<file path="src/rtl/booth_mult_pkg.sv">
// Shared definitions for the radix-4 Booth pipelined multiplier.
//   - Booth digit encodings (triplet {a[2k+1], a[2k], a[2k-1]})
//   - n_pp / n_stages : pipeline geometry helpers
//   - q_max / q_min   : signed saturation bounds for a WIDTH-bit result
package booth_mult_pkg;

  // Booth triplet encodings and the term each one selects
  localparam logic [2:0] BOOTH_ZERO_LO = 3'b000;  //  0
  localparam logic [2:0] BOOTH_POS1_A  = 3'b001;  // +b
  localparam logic [2:0] BOOTH_POS1_B  = 3'b010;  // +b
  localparam logic [2:0] BOOTH_POS2    = 3'b011;  // +2b
  localparam logic [2:0] BOOTH_NEG2    = 3'b100;  // -2b
  localparam logic [2:0] BOOTH_NEG1_A  = 3'b101;  // -b
  localparam logic [2:0] BOOTH_NEG1_B  = 3'b110;  // -b
  localparam logic [2:0] BOOTH_ZERO_HI = 3'b111;  //  0

  // Number of radix-4 Booth digits for a w-bit multiplicand
  function automatic int unsigned n_pp(input int unsigned w);
    return w / 2;
  endfunction

  // Accumulate stages needed when pps digits are summed per stage
  function automatic int unsigned n_stages(input int unsigned w, input int unsigned pps);
    return (w / 2 + pps - 1) / pps;
  endfunction

  // Largest representable w-bit two's complement value (w <= 63)
  function automatic logic signed [63:0] q_max(input int unsigned w);
    return (64'sd1 <<< (w - 1)) - 64'sd1;
  endfunction

  // Smallest representable w-bit two's complement value (w <= 63)
  function automatic logic signed [63:0] q_min(input int unsigned w);
    return -(64'sd1 <<< (w - 1));
  endfunction

endpackage

</file>
<file path="src/rtl/booth_mult_pipe_pp_gen.sv">
// Combinational radix-4 Booth partial-product generator.
// Ports:
//   digit : Booth triplet {a[2k+1], a[2k], a[2k-1]}
//   b     : signed multiplier operand (WIDTH bits)
//   k     : digit index; the selected term is weighted by 4^k
//   pp    : 2*WIDTH-bit two's complement partial product
module booth_pp_gen
  import booth_mult_pkg::*;
#(
  parameter int unsigned WIDTH = 24,
  parameter int unsigned KW    = 4
) (
  input  logic [2:0]         digit,
  input  logic [WIDTH-1:0]   b,
  input  logic [KW-1:0]      k,
  output logic [2*WIDTH-1:0] pp
);

  localparam int unsigned PW = 2 * WIDTH;

  logic [PW-1:0] b_ext;
  logic [PW-1:0] term;

  // Select 0/+-b/+-2b, then weight by 4^k; modulo-2^PW arithmetic is exact here
  always_comb begin
    b_ext = {{WIDTH{b[WIDTH-1]}}, b};
    term  = '0;
    unique case (digit)
      BOOTH_POS1_A, BOOTH_POS1_B: term = b_ext;
      BOOTH_POS2:                 term = b_ext << 1;
      BOOTH_NEG2:                 term = -(b_ext << 1);
      BOOTH_NEG1_A, BOOTH_NEG1_B: term = -b_ext;
      BOOTH_ZERO_LO, BOOTH_ZERO_HI: term = '0;
      default:                    term = '0;
    endcase
    pp = term << {k, 1'b0};
  end

endmodule

</file>
<file path="src/rtl/booth_mult_pipe.sv">
// Pipelined signed fixed-point multiplier (radix-4 Booth) with valid/ready.
// Result is Q(WIDTH-FRAC).FRAC, product >>> FRAC with saturation to WIDTH bits.
// Pipeline: input register -> STAGES accumulate stages -> output register.
// A single advance signal stalls every register when the output is blocked.
// Optional macro BOOTH_MULT_ROUND_EN: round-half-up instead of floor.
// Ports:
//   clk, rst_n          : clock (rising edge), async active-low reset
//   in_valid / in_ready : operand handshake (in_ready is combinational)
//   a, b                : signed operands (a is Booth recoded)
//   out_valid/out_ready : result handshake
//   p, sat              : registered product and clamp flag
module booth_mult_pipe
  import booth_mult_pkg::*;
#(
  parameter int unsigned WIDTH        = 24,
  parameter int unsigned FRAC         = 22,
  parameter int unsigned PP_PER_STAGE = 2
) (
  input  logic             clk,
  input  logic             rst_n,
  input  logic             in_valid,
  output logic             in_ready,
  input  logic [WIDTH-1:0] a,
  input  logic [WIDTH-1:0] b,
  output logic             out_valid,
  input  logic             out_ready,
  output logic [WIDTH-1:0] p,
  output logic             sat
);

  localparam int unsigned N_PP   = n_pp(WIDTH);
  localparam int unsigned STAGES = n_stages(WIDTH, PP_PER_STAGE);
  localparam int unsigned PW     = 2 * WIDTH;
  localparam int unsigned N_SLOT = STAGES * PP_PER_STAGE;
  localparam int unsigned KW     = $clog2(N_PP);

  localparam logic signed [PW-1:0] Q_MAX = PW'(q_max(WIDTH));
  localparam logic signed [PW-1:0] Q_MIN = PW'(q_min(WIDTH));
`ifdef BOOTH_MULT_ROUND_EN
  localparam logic signed [PW-1:0] HALF_LSB = PW'(1) << (FRAC - 1);
`endif

  logic adv_c;

  // a_q[0]/b_q[0] are the input register; a_q[s]/b_q[s] feed accumulate stage s
  logic [WIDTH-1:0] a_q   [STAGES];
  logic [WIDTH-1:0] a_d   [STAGES];
  logic [WIDTH-1:0] b_q   [STAGES];
  logic [WIDTH-1:0] b_d   [STAGES];
  // vld_q[0] tags the input register, vld_q[s+1] tags accumulate stage s
  logic [STAGES:0]  vld_q;
  logic [STAGES:0]  vld_d;
  logic [PW-1:0]    acc_q   [STAGES];
  logic [PW-1:0]    acc_d   [STAGES];
  logic [PW-1:0]    acc_in_c[STAGES];
  logic [PW-1:0]    pp_c    [N_SLOT];
  logic [PW-1:0]    stage_sum;

  logic             out_valid_q, out_valid_d;
  logic [WIDTH-1:0] p_q, p_d;
  logic             sat_q, sat_d;

  logic signed [PW-1:0] prod_c;
  logic signed [PW-1:0] q_c;
  logic [WIDTH-1:0]     res_p_c;
  logic                 res_sat_c;

  // Global stall: everything moves unless a result is waiting to be taken
  assign adv_c    = !out_valid_q || out_ready;
  assign in_ready = adv_c;

  // Booth digit generators; slot k lives in stage k / PP_PER_STAGE, unused slots are zero
  for (genvar k = 0; k < N_SLOT; k++) begin : g_pp
    if (k < N_PP) begin : g_dig
      logic [2:0] digit_c;
      if (k == 0) begin : g_lsd
        assign digit_c = {a_q[0][1:0], 1'b0};
      end else begin : g_msd
        assign digit_c = a_q[k / PP_PER_STAGE][2*k+1 -: 3];
      end
      booth_pp_gen #(
        .WIDTH (WIDTH),
        .KW    (KW)
      ) u_pp (
        .digit (digit_c),
        .b     (b_q[k / PP_PER_STAGE]),
        .k     (KW'(k)),
        .pp    (pp_c[k])
      );
    end else begin : g_pad
      assign pp_c[k] = '0;
    end
  end

  // Running sum entering each stage: zero for the first stage
  for (genvar s = 0; s < STAGES; s++) begin : g_acc_in
    if (s == 0) begin : g_first
      assign acc_in_c[s] = '0;
    end else begin : g_next
      assign acc_in_c[s] = acc_q[s-1];
    end
  end

  // Scale by FRAC (optionally rounded) and clamp into WIDTH bits
  always_comb begin
    prod_c    = $signed(acc_q[STAGES-1]);
`ifdef BOOTH_MULT_ROUND_EN
    prod_c    = prod_c + HALF_LSB;
`endif
    q_c       = prod_c >>> FRAC;
    res_p_c   = q_c[WIDTH-1:0];
    res_sat_c = 1'b0;
    if (q_c > Q_MAX) begin
      res_p_c   = {1'b0, {(WIDTH-1){1'b1}}};
      res_sat_c = 1'b1;
    end else if (q_c < Q_MIN) begin
      res_p_c   = {1'b1, {(WIDTH-1){1'b0}}};
      res_sat_c = 1'b1;
    end
  end

  // Next-state: hold everything on stall, otherwise shift the pipeline one step
  always_comb begin
    a_d         = a_q;
    b_d         = b_q;
    acc_d       = acc_q;
    vld_d       = vld_q;
    out_valid_d = out_valid_q;
    p_d         = p_q;
    sat_d       = sat_q;
    stage_sum   = '0;
    if (adv_c) begin
      vld_d[0] = in_valid;
      a_d[0]   = a;
      b_d[0]   = b;
      for (int s = 0; s < STAGES; s++) begin
        stage_sum = acc_in_c[s];
        for (int j = 0; j < PP_PER_STAGE; j++) begin
          stage_sum = stage_sum + pp_c[s*PP_PER_STAGE + j];
        end
        acc_d[s]   = stage_sum;
        vld_d[s+1] = vld_q[s];
      end
      for (int s = 1; s < STAGES; s++) begin
        a_d[s] = a_q[s-1];
        b_d[s] = b_q[s-1];
      end
      out_valid_d = vld_q[STAGES];
      // p/sat only change when a real result lands, so they hold across bubbles
      if (vld_q[STAGES]) begin
        p_d   = res_p_c;
        sat_d = res_sat_c;
      end
    end
  end

  // State registers
  always_ff @(posedge clk or negedge rst_n) begin
    if (!rst_n) begin
      for (int s = 0; s < STAGES; s++) begin
        a_q[s]   <= '0;
        b_q[s]   <= '0;
        acc_q[s] <= '0;
      end
      vld_q       <= '0;
      out_valid_q <= 1'b0;
      p_q         <= '0;
      sat_q       <= 1'b0;
    end else begin
      for (int s = 0; s < STAGES; s++) begin
        a_q[s]   <= a_d[s];
        b_q[s]   <= b_d[s];
        acc_q[s] <= acc_d[s];
      end
      vld_q       <= vld_d;
      out_valid_q <= out_valid_d;
      p_q         <= p_d;
      sat_q       <= sat_d;
    end
  end

  assign out_valid = out_valid_q;
  assign p         = p_q;
  assign sat       = sat_q;

endmodule

</file>
<file path="config.mk">
export PLATFORM = sky130hd
export DESIGN_NAME = booth_mult_pipe
export DESIGN_NICKNAME = d
export VERILOG_FILES = /design/src/rtl/booth_mult_pkg.sv /design/src/rtl/booth_mult_pipe_pp_gen.sv /design/src/rtl/booth_mult_pipe.sv
export SDC_FILE = /design/constraint.sdc
export NUM_CORES = 2
export LEC_CHECK = 0
export ABC_AREA = 1
export BUFFER_PORTS_ARGS = -buffer_cell sky130_fd_sc_hd__clkbuf_2
export CAP_MARGIN = 25
export CORE_AREA = 2 2 311 313
export DETAILED_ROUTE_END_ITERATION = 7
export DIE_AREA = 0 0 313 315
export HOLD_SLACK_MARGIN = 0.1
export PLACE_DENSITY_LB_ADDON = 0.2
export SKIP_LAST_GASP = 1
export SLEW_MARGIN = 0
export SYNTH_ARGS = -nofsm -noshare
export SYNTH_HDL_FRONTEND = slang
export SYNTH_SLANG_ARGS = --single-unit
</file>
<file path="constraint.sdc">
create_clock -name clk -period 5.65 [get_ports clk]
set_input_delay 0.8475 -clock clk [delete_from_list [all_inputs] [get_ports clk]]
set_output_delay 0.8475 -clock clk [all_outputs]
set_load 0.01 [all_outputs]
</file>
Yosys cells after proc, flatten, opt, wreduce, memory -nomap -nowiden
Cells that the tools add are included.

Shifts and indexed selects: 0. Div/mod/pow operators: 0. Order comparisons: 2. Reductions and logical operators: 48. Add/subtract/negate cells: 23. Multiplexer cells: 16. Bitwise operators: 0. Equality and inequality tests: 80. Multipliers: 0.

Operator list (count): 48-bit adder (11); 46-bit one-hot mux with 5 select lines (1); 44-bit one-hot mux with 5 select lines (1); 42-bit one-hot mux with 5 select lines (1); 40-bit one-hot mux with 5 select lines (1); 48-bit one-hot mux with 4 select lines (1); 38-bit one-hot mux with 5 select lines (1); 36-bit one-hot mux with 5 select lines (1); 34-bit one-hot mux with 5 select lines (1); 32-bit one-hot mux with 5 select lines (1); 30-bit one-hot mux with 5 select lines (1); 28-bit one-hot mux with 5 select lines (1); 3-bit == test (second input constant) (44); 26-bit one-hot mux with 5 select lines (1); 48-bit negation (2); 44-bit negation (2); 40-bit negation (2); 36-bit negation (2); 3-bit by 2-bit == test with 1-bit output (second input constant) (22); 2-bit OR reduction (33); 32-bit negation (2); 28-bit negation (2); 24-bit 2-to-1 mux (2); 3-bit zero test (12); 9 further kinds (21).

Memories: 0. Bits in read-only memories: 0. Flip-flop bits (word level): 609. Output and inout port bits: 27. Word-level logic and storage cells: 191. Bits of input ports: 52. Latch bits: 0. Bits in writable memories: 0.

Logic depth before layout (Yosys ltp)
Depth after elaboration: 5. Mapped depth: 32. Depth with buffers taken out: 32.

By module
A second synthesis with hierarchy kept.

Cells, all modules: 14128. Area, all modules: 82479.1 µm².

Modules (own cells, without submodules): booth_mult_pipe (times used 1, sequential area each 13312.8 µm², cells each 6160, area each 44027.2 µm²); booth_pp_gen (times used 12, sequential area each 0.0 µm², cells each 664, area each 3204.3 µm²).

Least setup slack after synthesis
No wires, ideal clock.

Path type: reg2reg. Start: register b_q[96] (netlist name). End: register acc_q, in the netlist acc_in_c[185]. Stages on the path, launching flop included: 28. Data required time: 5.520 ns. Path slack: 1.572 ns. Setup time: 0.130 ns. Period minus slack after synthesis: 4.078 ns. Arrival time: 3.948 ns. Cells stage by stage: dfrtp_1 inv_1 ha_1 nand3_2 nor2_2 nand3_1 inv_1 nand3_1 xor2_1 inv_1 nand2_1 o2111ai_1 o21ai_0 fa_1 inv_1 ha_1 nand2_1 nand2_1 inv_1 nor2_1 nor2_1 a21boi_0 o21ai_0 nand2_1 nand3_1 or2_2 nand3_1 o21ai_0.

Longest elaborated chain between the ends: 4. Elaborated cells on any way between the ends: 6. Classes of those cells: add/sub: 4; mux: 2.

RTL lines: from (decl) (line booth_mult_pipe.sv:48) `logic [WIDTH-1:0] b_q [STAGES];`; from (signal, indexed assignment) (line booth_mult_pipe.sv:172) `b_q[s] <= b_d[s];`; 44-bit negation (on tied branches) (line booth_mult_pipe_pp_gen.sv:32, booth_mult_pipe_pp_gen.sv:31); 44-bit one-hot mux with 5 select lines (line booth_mult_pipe_pp_gen.sv:28) `unique case (digit)`; 48-bit adder (line booth_mult_pipe.sv:139) `stage_sum = stage_sum + pp_c[s*PP_PER_STAGE + j];`; 48-bit adder * (line booth_mult_pipe.sv:139); to (signal, indexed assignment) (line booth_mult_pipe.sv:173) `acc_q[s] <= acc_d[s];`; to (decl) (line booth_mult_pipe.sv:53) `logic [PW-1:0] acc_q [STAGES];`.

Every way passes the cells marked *; elsewhere a longest branch is shown, timed or not. A chain may end at the register's enable or synchronous reset.

Worst setup path in the final report
Start: register b_q[96] (netlist name). End: register acc_q, in the netlist acc_in_c[187].

The elaborated chain is that of the path after synthesis.

==> summary.log <==
[floorplan] vertical die dimension 315 microns
[sta] final hold violations 0
[sta] Final WS setup 446 ps
[floorplan] die footprint 0.0986 sq mm
[sta] relative max-transition margin 0.349
[setup_path] Register-to-Register Setup Slack 450 ps
[setup_path] standard cell with the maximum stage delay on the critical path sky130_fd_sc_hd__fa_1
[job] reported max-cap violation count 0
[setup_path] critical path startpoint b_q[96]$_DFFE_PN0N_
[clock_network] Root Buffer sky130_fd_sc_hd__clkbuf_16
[logic_synthesis] most instantiated flip-flop cell in the synthesis netlist sky130_fd_sc_hd__dfrtp_1
[setup_path] Worst EP arrival 5710 ps
[global_route] overall routing resource usage 0.360
[logic_synthesis] synth warn 0
[logic_synthesis] number of flops mapped to enable cells by yosys 0
[detailed_routing] antenna-violating nets left 0
[detailed_routing] uppermost routed layer met5
[floorplan] Boundary Pins 79
[sta] Final setup violation count 0
[placed_design] weighted congestion at the end of routability-driven global placement 1.01
[setup_path] largest fanout on the critical path 6
[setup_path] critical path endpoint acc_in_c[187]$_DFFE_PN0N_
[detailed_routing] detail-routed via count per cell 5.85
[clock_network] TritonCTS clock tree built
[logic_synthesis] Syn Inst Count 7195
[logic_synthesis] count leader, synth sky130_fd_sc_hd__nand2_1
[detailed_routing] Routed wire per std cell 21.0 microns
[min_path] class of the most critical hold timing path input pin to async pin
[setup_path] type of origin of the critical path register
[setup_path] buffers plus inverters on the worst setup path 4
[logic_synthesis] leading area contributor after synthesis sky130_fd_sc_hd__dfrtp_1
[clock_network] maximum clock insertion buffer count 3
[detailed_routing] final routed wirelength across all metal layers 179000 microns
[global_route] number of global-route vias before repair 46.8k
[setup_path] required time of the critical path 6160 ps
[logic_synthesis] synthesized area 0.0472 sq mm
[clock_network] maximum level of the CTS H-tree 2
[detailed_routing] met1 wire length 76800 microns
[placed_design] Buffers on Ports 78
[logic_synthesis] Distinct cells, synth 65
[clock_network] number of gates resized after CTS 0
[logic_synthesis] share of the synthesized area in the top cell type 0.250
[setup_path] cells along the critical path inv_1, ha_1, nand3_2, nor2_2, nand3_1, inv_1, nand3_1, o31ai_2, inv_1, a211oi_2, fa_1, inv_1, ha_1, a21oi_1, a21boi_0, o21ai_0, o21ai_0, nand3_1, or2_2, nand3_1, o21ai_0
[finish] synth-to-layout area growth 7.93%
[detailed_routing] vias 49.7k
[floorplan] initial standard-cell utilization of the core 0.494
[global_route] wire length of the first global-routing pass 278000 microns
[logic_synthesis] Mean Syn Cell Area 6.57 sq um
[clock_network] number of buffers inserted to repair setup after CTS 0
[placed_design] cell area after placement 0.0490 sq mm
[sta] setup repair after global routing missed its margin false
[setup_path] worst-case reg-to-reg path depth 21
[sta] time the worst path needs with I/O delays and setup 5200 ps
[setup_path] total stage count of the critical path 21
[sta] Worst Max-Slew Pin Slew 972 ps
[logic_synthesis] flop and latch count out of synthesis 472
[sta] Clock Skew 40.8 ps
[clock_network] CTS Buf Count 57
[global_route] pin count of the biggest net entering global routing 187
[detailed_routing] met3 wire len 15600 microns
[global_route] initial antenna violation count 8
[setup_path] capture instance of the worst register-to-register path acc_in_c[187]$_DFFE_PN0N_
[global_route] gr ovfl total 0
[finish] post-route standard cell area excluding fillers 0.0510 sq mm
[setup_path] CP top delay family compound AO/OA/AOI/OAI gates
[setup_path] Reg2Reg Launch Point b_q[96]$_DFFE_PN0N_
[finish] number of cells in the finished layout apart from fillers 8507
[sta] Highest Clock Rate 192 MHz
[logic_synthesis] commonest cells in the netlist 1793 x sky130_fd_sc_hd__nand2_1, 1152 x sky130_fd_sc_hd__inv_1, 774 x sky130_fd_sc_hd__o21ai_0
[floorplan] FP Rows 114
[sta] setup TNS 0 ps
[clock_network] hold buffers post-CTS 0
[placed_design] number of placed instances with taps included 8398
[clock_network] Clock Pin Slew Worst Setup and Hold Paths 60 ps
[finish] final layout net count 7619
[run_status] outcome completed
[logic_synthesis] top cells by area, synth sky130_fd_sc_hd__dfrtp_1 25%, sky130_fd_sc_hd__nand2_1 14%, sky130_fd_sc_hd__inv_1 9.2%
[sta] final cycle utilization of the critical path 0.921
[detailed_routing] total met2 wirelength after detailed routing 77600 microns
[placed_design] minimum setup slack after placement 502 ps
[setup_path] critical path capture point type register
[clock_network] Clock Sinks 472
[detailed_routing] DR pass1 iterations 7
[detailed_routing] drt initial violations 5521
[finish] share of cells above drive strength 1 0.0565
[logic_synthesis] async set or reset register ratio after synthesis 1.00
[floorplan] placeable core area 0.0957 sq mm
[setup_path] Largest stage delay, worst path 450 ps
[placed_design] dpl hpwl 144000 microns
[logic_synthesis] share of synthesized area occupied by flip-flops and latches 0.250
[clock_network] clock latency reported for the late side of the worst-skew pair 690 ps
[sta] total count of max-transition violations in the final report 0
[setup_path] start-to-end type of the worst setup path register to register
[detailed_routing] final routed DRC violation total 0
[logic_synthesis] nets in the synthesized netlist 7633
[floorplan] horizontal die dimension 313 microns
==> flip-flops by register name, summed over array words and instances, names as in the netlist <==
name and cells:
p 24, prod_c 26, vld_q 7, sat 1, a_q 89, acc_in_c 180, b_q 144, out_valid 1
==> layout by cell type, fill, tap and decap left out, types with 54 or more instances in the layout <==
cell	netlist	layout
sky130_fd_sc_hd__a21oi_1	349	348
sky130_fd_sc_hd__buf_4	0	73
sky130_fd_sc_hd__clkbuf_16	0	57
sky130_fd_sc_hd__clkbuf_2	2	77
sky130_fd_sc_hd__dfrtp_1	472	472
sky130_fd_sc_hd__fa_1	166	166
sky130_fd_sc_hd__ha_1	220	220
sky130_fd_sc_hd__inv_1	1152	1151
sky130_fd_sc_hd__nand2_1	1793	1793
sky130_fd_sc_hd__nand3_1	390	390
sky130_fd_sc_hd__nand4_1	64	64
sky130_fd_sc_hd__nor2_1	645	644
sky130_fd_sc_hd__nor3_1	67	67
sky130_fd_sc_hd__o2111ai_1	81	81
sky130_fd_sc_hd__o21ai_0	774	774
sky130_fd_sc_hd__o22ai_1	83	83
sky130_fd_sc_hd__xnor2_1	54	54
sky130_fd_sc_hd__xor2_1	81	81
==> how the worst min path moves through the flow <==
stage,from,endpoint
after detailed placement,a_q[118]$_DFFE_PN0N_,a_q[94]$_DFFE_PN0N_
after floorplan,vld_q[6]$_DFFE_PN0N_,out_valid$_DFFE_PN0N_
after global placement,a_q[118]$_DFFE_PN0N_,a_q[94]$_DFFE_PN0N_
final,rst_n,a_q[70]$_DFFE_PN0N_
after CTS,rst_n,acc_in_c[26]$_DFFE_PN0N_
after global routing,rst_n,a_q[46]$_DFFE_PN0N_
==> kinds of logic (layout without fill, tap and decap cells) <==
logic type	count (synthesis)	in the layout	synth area share
xor+xnor	135	135	0.0250
compound gates	1654	1654	0.205
fa+ha+maj	386	386	0.129
flops	472	472	0.250
other cells	0	6	0
buf+inv	1407	1437	0.113
simple gates	3141	3141	0.278
==> routing by layer <==
layer | vias up | track usage
li1 | 23600 | -
met1 | 23500 | 0.493
met2 | 2237 | 0.558
met3 | 355 | 0.0680
met4 | 12 | 0.151
met5 | - | 0.00387
==> worst register-to-register path: cells and delay by family, from the launching register on <==
kind	cells	cell delay (ps)
buffers and inverters	4	480
AOI/OAI and AO/OA	7	1950
adders and majority gates	3	950
DFF	1	410
and+or+nand+nor	7	1260
==> final cells by class <==
type / count / area, sq um
inverter: 1175 / 4420
sequential: 472 / 11800
clock buffer: 82 / 1650
fill: 9776 / 44700
antenna: 6 / 15.0
multi-input combinational: 5316 / 30100
tap: 1276 / 1600
timing repair buffer: 159 / 1110
clock inverter: 21 / 277
==> per-stage QoR <==
stage | hold WS, ps | util
floorplan | 432 | -
global placement | 453 | 0.512
detailed placement | 456 | 0.512
CTS | 196 | 0.533
global route | 226 | 0.533
finish | 183 | 0.533
Power is not shown: default switching activity piles up to over one toggle a cycle in this logic, so the estimate is an artifact.
